===== config.mk =====
export PLATFORM = sky130hd
export DESIGN_NAME = alu_arbiter
export DESIGN_NICKNAME = d
export VERILOG_FILES = /design/src/rtl/alu_arbiter.sv
export SDC_FILE = /design/constraint.sdc
export NUM_CORES = 1
export LEC_CHECK = 0
export CAP_MARGIN = 15
export CORE_UTILIZATION = 38
export DETAILED_ROUTE_END_ITERATION = 8
export GPL_ROUTABILITY_DRIVEN = 0
export HOLD_SLACK_MARGIN = 0.05
export PLACE_DENSITY = 0.8
export SLEW_MARGIN = 20
export SYNTH_ARGS = -nofsm -noshare
export SYNTH_HDL_FRONTEND = slang
export SYNTH_SLANG_ARGS = --single-unit

===== constraint.sdc =====
create_clock -name clk -period 2.8 [get_ports clk]
set_clock_uncertainty 0.15 [all_clocks]
set_input_delay 0.84 -clock clk [delete_from_list [all_inputs] [get_ports clk]]
set_output_delay 0.84 -clock clk [all_outputs]
set_load 0.05 [all_outputs]

===== src/rtl/alu_arbiter.sv =====
`default_nettype none
// ============================================================================
// Module   : alu_arbiter
// Purpose  : Round-robin arbiter sharing one external ALU between two
//            requesters; operands are held for SETTLE_CYCLES before capture.
// Revision : 1.0 - initial release
// ============================================================================
module alu_arbiter #(
  parameter int SETTLE_CYCLES = 4  // legal range 1..255
) (
  input  logic        clk,
  input  logic        reset_n,
  input  logic [1:0]  req_valid,
  output logic [1:0]  req_ready,
  input  logic [31:0] req_a0,
  input  logic [31:0] req_b0,
  input  logic [31:0] req_a1,
  input  logic [31:0] req_b1,
  input  logic [2:0]  req_cmd0,
  input  logic [2:0]  req_cmd1,
  output logic [1:0]  resp_valid,
  input  logic [1:0]  resp_ready,
  output logic [31:0] resp_result,
  output logic        resp_carryout,
  output logic        resp_overflow,
  output logic        resp_zero,
  output logic [31:0] alu_operandA,
  output logic [31:0] alu_operandB,
  output logic [2:0]  alu_command,
  input  logic [31:0] alu_result,
  input  logic        alu_carryout,
  input  logic        alu_overflow,
  output logic        busy
);

  typedef enum logic [1:0] {
    IDLE   = 2'd0,
    SETTLE = 2'd1,
    RESP   = 2'd2
  } state_t;

  localparam logic [7:0] c_CNT_LOAD = 8'(SETTLE_CYCLES - 1);

  state_t     r_state;
  state_t     w_nextState;
  logic [7:0] r_cnt;
  logic       r_owner;
  logic       r_lastGrant;
  logic       w_grant;
  logic       w_accept;
  logic       w_captureNow;
  logic       w_respDone;

  // Contention goes to whoever did not win last; a lone requester always wins.
  always_comb begin
    w_grant = req_valid[1];
    if (req_valid == 2'b11) begin
      w_grant = ~r_lastGrant;
    end
  end

  assign w_accept     = (r_state == IDLE) && (req_valid != 2'b00);
  assign w_captureNow = (r_state == SETTLE) && (r_cnt == 8'd0);
  assign w_respDone   = (r_state == RESP) && resp_ready[r_owner];

  assign req_ready  = w_accept ? (w_grant ? 2'b10 : 2'b01) : 2'b00;
  assign resp_valid = (r_state == RESP) ? (r_owner ? 2'b10 : 2'b01) : 2'b00;
  assign busy       = (r_state != IDLE);

  always_ff @(posedge clk or negedge reset_n) begin
    if (!reset_n) begin
      r_state <= IDLE;
    end else begin
      r_state <= w_nextState;
    end
  end

  always_comb begin
    w_nextState = r_state;
    case (r_state)
      IDLE:    if (w_accept)     w_nextState = SETTLE;
      SETTLE:  if (w_captureNow) w_nextState = RESP;
      RESP:    if (w_respDone)   w_nextState = IDLE;
      default: w_nextState = IDLE;
    endcase
  end

  always_ff @(posedge clk or negedge reset_n) begin
    if (!reset_n) begin
      r_cnt         <= 8'd0;
      r_owner       <= 1'b0;
      r_lastGrant   <= 1'b1;
      alu_operandA  <= 32'd0;
      alu_operandB  <= 32'd0;
      alu_command   <= 3'b000;
      resp_result   <= 32'd0;
      resp_carryout <= 1'b0;
      resp_overflow <= 1'b0;
      resp_zero     <= 1'b0;
    end else begin
      if (w_accept) begin
        alu_operandA <= w_grant ? req_a1   : req_a0;
        alu_operandB <= w_grant ? req_b1   : req_b0;
        alu_command  <= w_grant ? req_cmd1 : req_cmd0;
        r_owner      <= w_grant;
        r_lastGrant  <= w_grant;
        r_cnt        <= c_CNT_LOAD;
      end else if (r_state == SETTLE) begin
        if (w_captureNow) begin
          resp_result   <= alu_result;
          resp_carryout <= alu_carryout;
          resp_overflow <= alu_overflow;
          resp_zero     <= (alu_result == 32'd0);
        end else begin
          r_cnt <= r_cnt - 8'd1;
        end
      end
    end
  end

endmodule
`default_nettype wire


==> out/metrics.cfg, run 1 <==
[critical_path]
critPathKind=in -> out
critPathLaunchType=input port
cp.arrival_ps=1810
crit_path_max_incr_delay_ps=500
cpMaxStageDelayCell=clkdlybuf4s50_1
required_ps=1810
path_buf_inv=2
crit_fanout=3
cp_top_family=buffers and inverters
crit_chain=clkdlybuf4s50_1 -> nand2_1 -> and3_2 -> buf_12
end_kind=primary output

[drt]
vias=4700
drt.antenna.violating_nets=0
dr.pass1.iters=9
route.detailed.drc=3
viasPerCell=5.31
wl_per_cell_um=17.8
totalWireLength_um=15700
drtIter0Drc=603

[sta]
maxSlewHeadroom=0.523
hold_violations=0
timing.hold.ws_ps=282
finalMaxSlewViolations=0
tightest_slew_ps=715
setup_tns_ps=0
fin_crit_ps=2800
setup_viol=0
fmax_ghz=0.357
rsz0062_at_grt=true
timing.final.ws_setup_ps=0.869
period_share=1.00

[cells_and_area]
syn2layout_area_growth_pct=77.0
layout.cells.non_filler=885
fin_area_um2=8440
nets=880
drive_above_1_share=0.0962
fin_util=0.697
n_antenna_cell=0

[clock_network]
post_cts.repair.setup_buffers=0
root_buffer=clkbuf_16
cts_tree=built
cts.sinks=114
h-tree-depth=4
clock_path_buffers=2
path_clk_slew_ps=60
clk-insertion-delay-late_ps=400
numCtsBuffers=17

[logic_synthesis]
netlist.area_leader.share=0.593
ys_seq_area_frac=0.598
yosysWarnings=0
synth-seq-cells=114
syn_area_um2=4770
synth.avg_cell_area_um2=11.2
yosysMostFrequentCell=dfrtp_1
synthDistinctLibCells=36
synth_area_leaders=dfrtp_1 59%, a222oi_1 14%, inv_1 5.7%
yosys-top-cells-count=113 x dfrtp_1, 72 x inv_1, 67 x a222oi_1, 65 x nand2_1, 21 x clkbuf_1
synth_nets=601
synth_cells=425
yosys.area.top_type=dfrtp_1
synth_edf_count=0
synth_flop_cell=dfrtp_1
ys_async_sr_fraction=1.00

[global_route]
antenna_found_initial=0
grt_usage=0.244
grt_pass1_wl_um=24400
grt-ovfl-total=0
grt_pass1_vias=4805
grt_max_degree=70

[status]
outcome=complete, but fails checks
violations=DRC

[place]
io_buffers=280
dp_cells=853
place_area_um2=7800
dpl.hpwl_um=11300
place_worst_setup_slack_ps=-56.9

[pwr]
ir_drop_uv=698
powerDensity_nw_per_um2=1350
total_power_mw=11.4
leakage_nw=3.90

[job]
maxCapViolations=0

[floorplanning]
io_pins=281
die_h_um=114
std_cell_rows=40
die-area_um2=13000
core_area_um2=12100
initial_core_util=0.394
die_x_um=114

[worst_hold_path]
hp-class=in -> async

[metal layers]
metal | part of all wire | GRT usage | vias up
met3 | 0.090 | 0.0808 | 23
met2 | 0.50 | 0.425 | 266
met1 | 0.39 | 0.279 | 2290
met5 | 0.00032 | 0 | -
li1 | - | - | 2119
met4 | 0.019 | 0.0900 | 2
[final timing paths]
path,startpoint,end,slack [ps],cells after the start
setup reg to reg,r_cnt[2]$_DFFE_PN0P_,resp_result[31]$_DFFE_PN0P_,300,3
min in group clk,resp_result[13]$_DFFE_PN0P_,resp_result[13]$_DFFE_PN0P_,310,2
hold reg to reg,resp_result[13]$_DFFE_PN0P_,resp_result[13]$_DFFE_PN0P_,310,2
hold / removal,reset_n,alu_operandB[4]$_DFFE_PN0P_,280,1
max in group asynchronous,reset_n,alu_operandA[9]$_DFFE_PN0P_,1560,2
setup / recovery,req_valid[0],req_ready[1],0.9,4
[kinds of logic after synthesis]
group	Yosys count	synth area share
AOI/OAI and AO/OA	84	0.167
adders and majority gates	2	0.00525
buffers and inverters	104	0.0871
DFF	114	0.598
muxes	14	0.0367
and+or+nand+nor	107	0.105
[flip-flops by register name, indices dropped and copies added (netlist names)]
register / cells
alu_operandB: 32
resp_overflow: 1
r_lastGrant: 1
resp_result: 32
r_owner: 1
resp_carryout: 1
r_cnt: 8
resp_zero: 1
alu_operandA: 32
alu_command: 3
r_state: 2
[layout by cell type (no fill, tap or decap), types with 2 or more instances in the layout]
cell	count
clkdlybuf4s50_1	274
dfrtp_1	113
inv_1	72
a222oi_1	67
nand2_1	65
clkbuf_16	17
buf_4	12
nor2_1	8
nor4_1	8
mux2_2	8
nand2b_1	5
mux2_4	5
buf_12	5
clkinv_4	4
bufinv_16	4
nor3_1	3
o311ai_0	3
o41ai_1	3
o21ai_0	3
clkbuf_8	3
nor3b_1	2
and3_2	2
and3b_1	2
or3_1	2
o31ai_1	2
nand3_1	2
nand4_1	2
a21o_1	2
ha_1	2
clkinv_2	2
clkinvlp_4	2
[where the power goes]
| part | internal [mW] | total [mW] | switching [mW] | leakage (nW) |
|---|---|---|---|---|
| combinational | 2.22 | 6.16 | 3.94 | 2.20 |
| clock | 1.56 | 2.32 | 0.762 | 0.312 |
| sequential | 2.45 | 2.94 | 0.495 | 1.39 |
[final cells by class]
class | count | area, um^2
Fill cell | 889 | 3670
Timing Repair Buffer | 292 | 2940
Sequential cell | 114 | 2850
Multi-Input combinational cell | 207 | 1520
Clock buffer | 20 | 467
Inverter | 72 | 270
Tap cell | 168 | 210
Clock inverter | 12 | 180
[timing repair]
action,in CTS,in global routing
hold buffers,0,0
setup endpoints to repair,1,2
resized for setup,1,0
pin swaps,0,0
(Power assumes the default switching activity.)
==> inputs of run 2 (changes only) <==
- clock period: 2.8 -> 2.69 ns (I/O delays scaled with it)
==> run 2 against run 1 <==
Net effect:
- the run now ends clean
- global-route usage decreased by 0.88 points
- power increased by 3.6%
- cell count decreased by 0.11%
- clock power about the same
- utilization decreased by 0.062 points
- combinational power increased by 4.5%
- critical path depth decreased by 1
- sequential cell count unchanged
==> out/metrics.cfg, run 2 (synthesized netlist as in run 1, its figures left out) <==
[pwr]
swShare=0.453
ir_drop_uv=709
leakage_nw=3.90
seq_power_share=0.259
internal_power_mw=6.48
combPwrFrac=0.544
p_switching_mw=5.36
power.share.clock=0.197
powerDensity_nw_per_um2=1400

[clock_network]
clock_path_buffers=2
cts.sinks=114
cts_tree=built
root_buffer=clkbuf_16
path_clk_slew_ps=50
h-tree-depth=4
clk-insertion-delay-late_ps=390
numCtsBuffers=17

[place]
io_buffers=280
place_worst_setup_slack_ps=-75.7
dp_cells=853
dpl.hpwl_um=11300

[sta]
rsz0062_at_grt=false
fmax_ghz=0.385
finalMaxSlewViolations=0
period_share=0.966
timing.final.ws_setup_ps=91.0
tightest_slew_ps=608
hold_violations=0
setup_viol=0
maxSlewHeadroom=0.595
fin_crit_ps=2600

[drt]
wl_per_cell_um=17.5
drtIter0Drc=546
drt-met1-wl_um=5670
met2RoutedLength_um=8070
viasPerCell=5.31
totalWireLength_um=15500
drt.antenna.violating_nets=0
vias=4697
dr.pass1.iters=7
top_layer=met4
route.detailed.drc=0
route.met3.wl_um=1450

[global_route]
grt_usage=0.235
grt_max_degree=70
antenna_found_initial=0
grt-ovfl-total=0
grt_pass1_vias=4930
grt_pass1_wl_um=23800

[floorplanning]
initial_core_util=0.394
core_area_um2=12100
die_x_um=114
die-area_um2=13000
io_pins=281
die_h_um=114
std_cell_rows=40

[cells_and_area]
layout.cells.non_filler=884
syn2layout_area_growth_pct=76.9
drive_above_1_share=0.0950
top_regs=alu_operandA: 32 flops, alu_operandB: 32 flops, resp_result: 32 flops
n_antenna_cell=0
fin_util=0.696
mostFrequentLayoutCells=272 x clkdlybuf4s50_1, 113 x dfrtp_1, 72 x inv_1, 67 x a222oi_1, 65 x nand2_1
nets=880
final_common_cell=clkdlybuf4s50_1

[status]
outcome=finished, final reports clean

[critical_path]
required_ps=1730
critPathKind=reg -> out
crit_fanout=9
cpMaxStageDelayCell=dfrtp_1
critPathLaunchType=register
crit_path_max_incr_delay_ps=460
end_kind=primary output
crit_chain=nor2_1 -> and3_2 -> buf_12
cp.arrival_ps=1640

[job]
maxCapViolations=0

[worst_hold_path]
hp-class=in -> async

run 2: cell count changes in the layout (fill, tap and decap cells not counted), sizes merged:
cell,before,now
buf,17,18
clkbuf,20,21
clkdlybuf4s50,274,272
clkinv,6,3
clkinvlp,2,3
dlymetal6s2s,0,1
run 2: per-stage QoR:
step / setup TNS [ps] / area, um^2 / power [mW] / hold slack (ps)
global placement: -49.4 / 7810 / 9.34 / 299
global route: 0 / 8440 / 12.4 / 90.5
CTS: 0 / 8430 / 11.9 / 83.3
finish: 0 / 8440 / 11.8 / 97.0
floorplan: 0 / 4780 / 7.14 / 310
detailed placement: -1220 / 7810 / 9.52 / 305
run 2: per-layer routing:
layer	up-vias	track usage
met5	-	0
met3	26	0.0680
met2	278	0.428
li1	2113	-
met1	2280	0.259
met4	0	0.0874
run 2: cell type report:
| type | instances | area (um^2) |
|---|---|---|
| clock buffers | 21 | 460 |
| clock inverters | 10 | 158 |
| fillers | 889 | 3680 |
| inverters | 72 | 270 |
| multi-input cells | 207 | 1530 |
| flip-flops and latches | 114 | 2850 |
| well taps | 168 | 210 |
| repair buffers | 292 | 2950 |
run 2: power groups by stage:
stage	clock network [mW]	logic, mW	registers [mW]
after floorplan	0	1.56	5.58
after global placement	0	6.32	3.02
after detailed placement	0	6.45	3.07
after CTS	2.38	6.47	3.06
after global routing	2.46	6.76	3.16
final	2.34	6.44	3.07
run 2: critical path, delay by kind of cell (launching register included):
family                 cells  cell delay [ps]
buffers and inverters      1              150
flip-flops                 1              460
AND/OR/NAND/NOR            2              640
run 2: path summary, 6_finish.rpt:
check,start,to,slack (ps),cells past startpoint
setup reg to reg,r_cnt[2]$_DFFE_PN0P_,resp_carryout$_DFFE_PN0P_,310,3
min in group clk,resp_result[24]$_DFFE_PN0P_,resp_result[24]$_DFFE_PN0P_,310,2
hold reg to reg,resp_result[24]$_DFFE_PN0P_,resp_result[24]$_DFFE_PN0P_,310,2
hold / removal,reset_n,alu_operandA[17]$_DFFE_PN0P_,100,1
max in group asynchronous,reset_n,alu_operandB[28]$_DFFE_PN0P_,1590,2
setup / recovery,r_state[0]$_DFFE_PN0P_,req_ready[0],90,3
run 2: timing repair:
action | 4_1_cts | 5_1_grt
hold buffers | 0 | 0
setup endpoints to repair | 2 | 2
gates resized for setup | 2 | 1
buffers inserted | 0 | 0
